==> src/rtl/rv32i_inst_encoder.sv <==
// rv32i_inst_encoder: packs decoded RV32I fields into 32-bit instruction words,
// tagging each with a byte address; unencodable inputs become NOP with out_error.
module rv32i_inst_encoder #(
    parameter int ADDR_WIDTH = 12,
    parameter int BASE_ADDR  = 0
) (
    input  logic                  clk,
    input  logic                  rst,
    input  logic                  restart,
    input  logic                  in_valid,
    output logic                  in_ready,
    input  logic [6:0]            in_opcode,
    input  logic [4:0]            in_rd,
    input  logic [4:0]            in_rs1,
    input  logic [4:0]            in_rs2,
    input  logic [2:0]            in_funct3,
    input  logic [6:0]            in_funct7,
    input  logic [31:0]           in_imm,
    output logic                  out_valid,
    input  logic                  out_ready,
    output logic [31:0]           out_inst,
    output logic [ADDR_WIDTH-1:0] out_addr,
    output logic                  out_error,
    output logic                  err_sticky,
    output logic [31:0]           inst_count
);
    localparam logic [ADDR_WIDTH-1:0] BASE = ADDR_WIDTH'(BASE_ADDR);
    localparam logic [31:0] NOP = 32'h0000_0013;

    logic [31:0] enc;
    logic bad;
    logic f7_ok, i_ok, shift, in_hs;
    logic [ADDR_WIDTH-1:0] next_addr, cur_addr;

    assign f7_ok = in_funct7 == 7'h00 || in_funct7 == 7'h20;
    assign i_ok = in_imm[31:12] == {20{in_imm[11]}};
    assign shift = in_funct3 == 3'd1 || in_funct3 == 3'd5;
    assign in_ready = !out_valid || out_ready;
    assign in_hs = in_valid && in_ready;
    assign cur_addr = restart ? BASE : next_addr;

    always_comb begin
        enc = NOP;
        bad = 1'b1;
        case (in_opcode)
            7'h33: begin
                enc = {in_funct7, in_rs2, in_rs1, in_funct3, in_rd, in_opcode};
                bad = !f7_ok;
            end
            7'h13: begin
                enc = shift ? {in_funct7, in_imm[4:0], in_rs1, in_funct3, in_rd, in_opcode}
                            : {in_imm[11:0], in_rs1, in_funct3, in_rd, in_opcode};
                bad = shift ? (!f7_ok || |in_imm[31:5]) : !i_ok;
            end
            7'h03, 7'h67, 7'h73: begin
                enc = {in_imm[11:0], in_rs1, in_funct3, in_rd, in_opcode};
                bad = !i_ok;
            end
            7'h23: begin
                enc = {in_imm[11:5], in_rs2, in_rs1, in_funct3, in_imm[4:0], in_opcode};
                bad = !i_ok;
            end
            7'h37, 7'h17: begin
                enc = {in_imm[31:12], in_rd, in_opcode};
                bad = |in_imm[11:0];
            end
            7'h6f: begin
                enc = {in_imm[20], in_imm[10:1], in_imm[11], in_imm[19:12], in_rd, in_opcode};
                bad = in_imm[0] || in_imm[31:21] != {11{in_imm[20]}};
            end
            7'h63: begin
                enc = {in_imm[12], in_imm[10:5], in_rs2, in_rs1, in_funct3, in_imm[4:1], in_imm[11], in_opcode};
                bad = in_imm[0] || in_imm[31:13] != {19{in_imm[12]}};
            end
            default: ;
        endcase
    end

    // restart and a same-cycle handshake combine: the new instruction takes BASE and may re-set the sticky flag
    always_ff @(posedge clk or posedge rst) begin
        if (rst) begin
            out_valid  <= 1'b0;
            out_inst   <= '0;
            out_addr   <= BASE;
            out_error  <= 1'b0;
            err_sticky <= 1'b0;
            inst_count <= '0;
            next_addr  <= BASE;
        end else begin
            if (in_hs) begin
                out_valid  <= 1'b1;
                out_inst   <= bad ? NOP : enc;
                out_addr   <= cur_addr;
                out_error  <= bad;
                inst_count <= inst_count == 32'hFFFF_FFFF ? inst_count : inst_count + 32'd1;
            end else if (out_ready) begin
                out_valid <= 1'b0;
            end
            next_addr  <= in_hs ? cur_addr + ADDR_WIDTH'(4) : cur_addr;
            err_sticky <= (in_hs && bad) || (err_sticky && !restart);
        end
    end
endmodule

==> config.mk <==
export PLATFORM = sky130hd
export DESIGN_NAME = rv32i_inst_encoder
export DESIGN_NICKNAME = d
export VERILOG_FILES = /design/src/rtl/rv32i_inst_encoder.sv
export SDC_FILE = /design/constraint.sdc
export NUM_CORES = 1
export LEC_CHECK = 0
export BUFFER_PORTS_ARGS = -buffer_cell sky130_fd_sc_hd__clkbuf_2
export CORE_UTILIZATION = 25
export CTS_CLUSTER_SIZE = 30
export DETAILED_ROUTE_END_ITERATION = 8
export PLACE_DENSITY = 0.55
export SLEW_MARGIN = 20
export SYNTH_ARGS = -nofsm -noshare
export SYNTH_HDL_FRONTEND = slang
export SYNTH_SLANG_ARGS = --single-unit
==> constraint.sdc <==
create_clock -name clk -period 2.5 [get_ports clk]
set_input_delay 0.375 -clock clk [delete_from_list [all_inputs] [get_ports clk]]
set_output_delay 0.375 -clock clk [all_outputs]
set_load 0.01 [all_outputs]
After elaboration in Yosys (flattened, before gate mapping). Index checks and enable logic that the tools add are counted.

Word-level logic and storage cells: 58. Bits in registers: 91. Output and inout bits: 80. Bits of input ports: 69.

Bitwise gates (word level): 1. Muxes and demuxes: 9. Reductions and logical operators: 22. Equality and inequality tests: 17. $add $sub $neg: 2.

Operators by type and width (number): 32-bit one-hot mux with 7 select lines (1); 32-bit two-way mux (2); 32-bit by 1-bit adder with 32-bit output, second input constant (1); 32-bit equality test, second input constant (1); 7-bit by 6-bit equality test with 1-bit output, second input constant (4); 7-bit equality test, second input constant (4); 27-bit OR reduction (1); 12-bit two-way mux (2); 20-bit equality test (1); 19-bit inequality test (1); 7-bit by 5-bit equality test with 1-bit output, second input constant (2); 12-bit by 3-bit adder with 12-bit output, second input constant (1); 12-bit OR reduction (1); 11-bit inequality test (1); 7-bit by 2-bit equality test with 1-bit output, second input constant (1); 7-bit zero test (1); 1-bit logical OR (7); 1-bit one-hot mux with 6 select lines (1); 1-bit zero test (4); 4-bit OR reduction (1); 3-bit by 1-bit equality test with 1-bit output, second input constant (1); 3-bit equality test, second input constant (1); 1-bit logical AND (3); 1-bit two-way mux (3); 5 further kinds (5).

Depth between registers and ports, before layout.
Word-level depth: 8. Mapped depth: 10. Depth with buffers taken out: 8.

Least setup slack after synthesis. Ideal clock, no wire load.

Path type: input -> register. Start: input in_imm[21]. End: register out_inst[29]. Stages: 8. Setup slack: -0.167 ns. Library setup time: 0.075 ns. Data arrival time: 2.592 ns. Path buffers: 2. Required time: 2.425 ns. Cell sequence: or4_4 or3_4 nor4b_2 o31ai_1 or4b_1 buf_6 buf_12 o21ai_2.

Cells in the longest elaborated chain, start to end: 5. Elaborated cells between the ends (all ways): 11. Classes of those cells: eq/ne (3); mux (3); reduce/logical (5).

Ends and longest elaborated chain: start: declaration (line 18) `input logic [31:0] in_imm,`; 20-bit equality test or 27-bit OR reduction (tied branches) (line 36, 53); 1-bit zero test or 1-bit logical OR (tied branches) (line 53, 57, 61); 1-bit two-way mux (line 53) `bad = shift ? (!f7_ok || |in_imm[31:5]) : !i_ok;`; 1-bit one-hot mux with 6 select lines (*) (line 45) `case (in_opcode)`; 32-bit two-way mux (*) (line 92) `out_inst <= bad ? NOP : enc;`; end signal: assignment (line 92); end: declaration (line 21) `output logic [31:0] out_inst,`.

Mark *: on every way between the ends. The rest lies on a longest branch, timed or not. A chain may end at the register's enable or synchronous reset.

Worst setup path in the final report.
Start: input in_imm[21]. End: register out_inst[11].

The elaborated chain is that of the path after synthesis.

==> metrics.txt <==
outcome finished clean; worst-margin pin slew 0.543 ns; Critical Path Fanout Max 13; Netlist cell types 55; clock sink count 91; initial antenna violation count 0; post-synthesis cell count 506; clock latency on the worst-skew pair 0.35 ns; highest-count cells in the layout ignoring fill and taps clkbuf_2 (148), dfrtp_1 (91), nand2_1 (74); Fin. Hold Viols 0; slew margin rel. 63.8%; vias in the first global route 4,364; post-synthesis average cell area 9.55 um^2; drt first pass iters 5; maximum clock path buffer count 2; GRT overflow 0; Critical Path RT 2.77 ns; DIE AREA 19,900 um^2; DR iter-0 viols 236; met3 GRT Util 4.04%; total net switching power 1.03 mW; first-pass GRT wire length 23,300 um; Arr. time, crit path 2.68 ns; maximum VDD drop 0.316 mV; most used routing layer met2; row count 50; largest net degree at the start of global routing 39; Sum Neg Setup Slack 0 ns; antenna viol nets, final 0; Hold Crit Class input port to asynchronous set/reset pin; Synth Flop Type dfrtp_1; worst r2r path cells 7; die height 141 um; Finished Layout Cells 956; flop2flop setup slack 0.30 ns; met2 Use GR 23.3%; startpoint types input port; WL final 14,600 um; GRT Total Usage 15.1%; Vias/cell 4.76; commonest non-fill, non-tap cell in the layout clkbuf_2; Peak Freq 415 MHz; Die Width 141 um; Cell Pwr Density 538 nW/um^2; Cell Int Power 2.46 mW; synthesized flop and latch total 91; Post-Place Cells 940; Clock transition at path regs 0.07 ns; Max-Cap Viols 0; Clk Tree Root Cell clkbuf_16; Tmin final 2.41 ns; P&R area growth vs syn 34.1%; cell area after synthesis 4830 um^2; routability cong. 0.873; Ant. Diodes 0; final cycle utilization of the critical path 96.3%; Async SR Flop Fraction 100%; Reg-to-Reg End inst_count[14]$_DFFE_PP0P_; Wirelength per Cell 15.3 um; CTS Buf Count 9; combinational share of power 14.5%; CTS tree yes; Seq pwr share 46.6%; number of H-tree levels 3; share of layout cells above drive strength 1 35.3%; Leakage 3.03 nW; Pins Over Slew Limit 0; # IOs 149; Port Buffers 148; Synthesis Warnings 0; detailed placement HPWL 11,500 um; reg-to-reg startpoint inst_count[0]$_DFFE_PP0P_; M1 GR Usage 20.5%; Syn Nets 578; CORE AREA 18,800 um^2; kind of critical path input port to flop; final layout net count 763; RSZ-0062 raised after global routing true; DP Worst Slack -0.344 ns; DRC Markers 0; Post-synth EDFFs 0; switching power share of the total 29.5%; sequential element share of the synthesized area 47.1%; Post-CTS Hold Fix Bufs 0; Via Count 4,551; Worst Setup End Kind flop; Clock Skew 0.00962 ns; setup ws final 0.0927 ns; power share of the clock group 38.9%; Initial Utilization 25.7%; final setup fails 0
==> power by group through the flow <==
stage          registers, mW  logic, mW  clock network [mW]
2_1_floorplan           1.66      0.232                   0
3_3_place_gp            1.65      0.511                   0
3_5_place_dp            1.65      0.511                   0
4_1_cts                 1.62      0.513                1.41
5_1_grt                 1.63      0.563                1.46
6_report                1.62      0.507                1.36
==> cell type report <==
cell class / instances / area [um^2]
Sequential cell: 91 / 2280
Timing Repair Buffer: 196 / 1130
Fill cell: 1973 / 12300
Tap cell: 260 / 325
Clock inverter: 7 / 67.6
Multi-Input combinational cell: 383 / 2420
Inverter: 10 / 41.3
Clock buffer: 9 / 225
==> cells by family (layout without fill, tap and decap cells) <==
group	Yosys count	in the layout	synth area share (%)
XOR/XNOR	38	38	6.89
AO/OA/AOI/OAI	106	106	16.0
buffers and inverters	32	222	3.31
multiplexers	4	4	0.932
adder cells (fa/ha/maj)	3	3	0.777
flip-flops	91	91	47.1
AND/OR/NAND/NOR	232	232	25.0
==> registers in the layout, indices dropped and copies added (netlist names) <==
name	count
inst_count	32
out_valid	1
out_addr	12
out_inst	32
out_error	1
next_addr	12
err_sticky	1
==> how the worst max path moves through the flow <==
stage	start	endpoint	cells past startpoint
floorplan	in_imm[21]	out_inst[25]$_DFFE_PP0P_	8
detailed placement	in_imm[21]	out_inst[15]$_DFFE_PP0P_	8
global route	in_imm[21]	out_inst[11]$_DFFE_PP0P_	8
CTS	in_imm[21]	out_inst[15]$_DFFE_PP0P_	8
finish	in_imm[21]	out_inst[11]$_DFFE_PP0P_	8
global placement	in_imm[21]	out_inst[11]$_DFFE_PP0P_	8
==> cells in the mapped netlist (9+ instances only) <==
master,n,area (um^2)
nand2b_1,9,56.3
o21ai_0,22,110
nor4_1,10,62.6
a21oi_1,11,55.1
nand2_1,75,282
o21ai_2,20,175
inv_1,10,37.5
nand4_1,16,100
xor2_1,17,149
dfrtp_1,91,2280
a22oi_1,15,113
clkbuf_1,18,67.6
nand3_1,29,145
nor3_1,9,45.0
and4_1,9,78.8
xnor2_1,21,184
a222oi_1,10,100
nor2_1,30,113
==> metrics by stage <==
stage | hold slack, ns | total power, mW | util (%) | instance area [um^2]
floorplan | 0.469 | 1.89 | - | 4850
global placement | 0.429 | 2.16 | 32.7 | 6160
detailed placement | 0.428 | 2.16 | 32.7 | 6160
CTS | 0.0422 | 3.54 | 34.3 | 6460
global route | 0.0689 | 3.66 | 34.4 | 6480
finish | 0.0433 | 3.49 | 34.4 | 6480
==> repair_timing <==
action	CTS	global route
buffers inserted	0	0
resized for setup	0	12
endpoints found under the setup margin	0	19
==> worst max-delay path, stage by stage <==
cell and delay [ns]:
clkbuf_2 0.10, or4_4 0.54, or3_4 0.43, nor4b_4 0.26
o31ai_1 0.11, or4b_4 0.52, buf_8 0.18, o21ai_0 0.15
==> metal layers <==
| layer | routed length [um] | share of wire, % | vias up |
|---|---|---|---|
| met2 | 6550 | 45 | 154 |
| met3 | 963 | 6.6 | 18 |
| met1 | 6840 | 47 | 2165 |
| met5 | 0 | 0 | - |
| met4 | 244 | 1.7 | 0 |
| li1 | - | - | 2214 |
(Power assumes the default switching activity.)
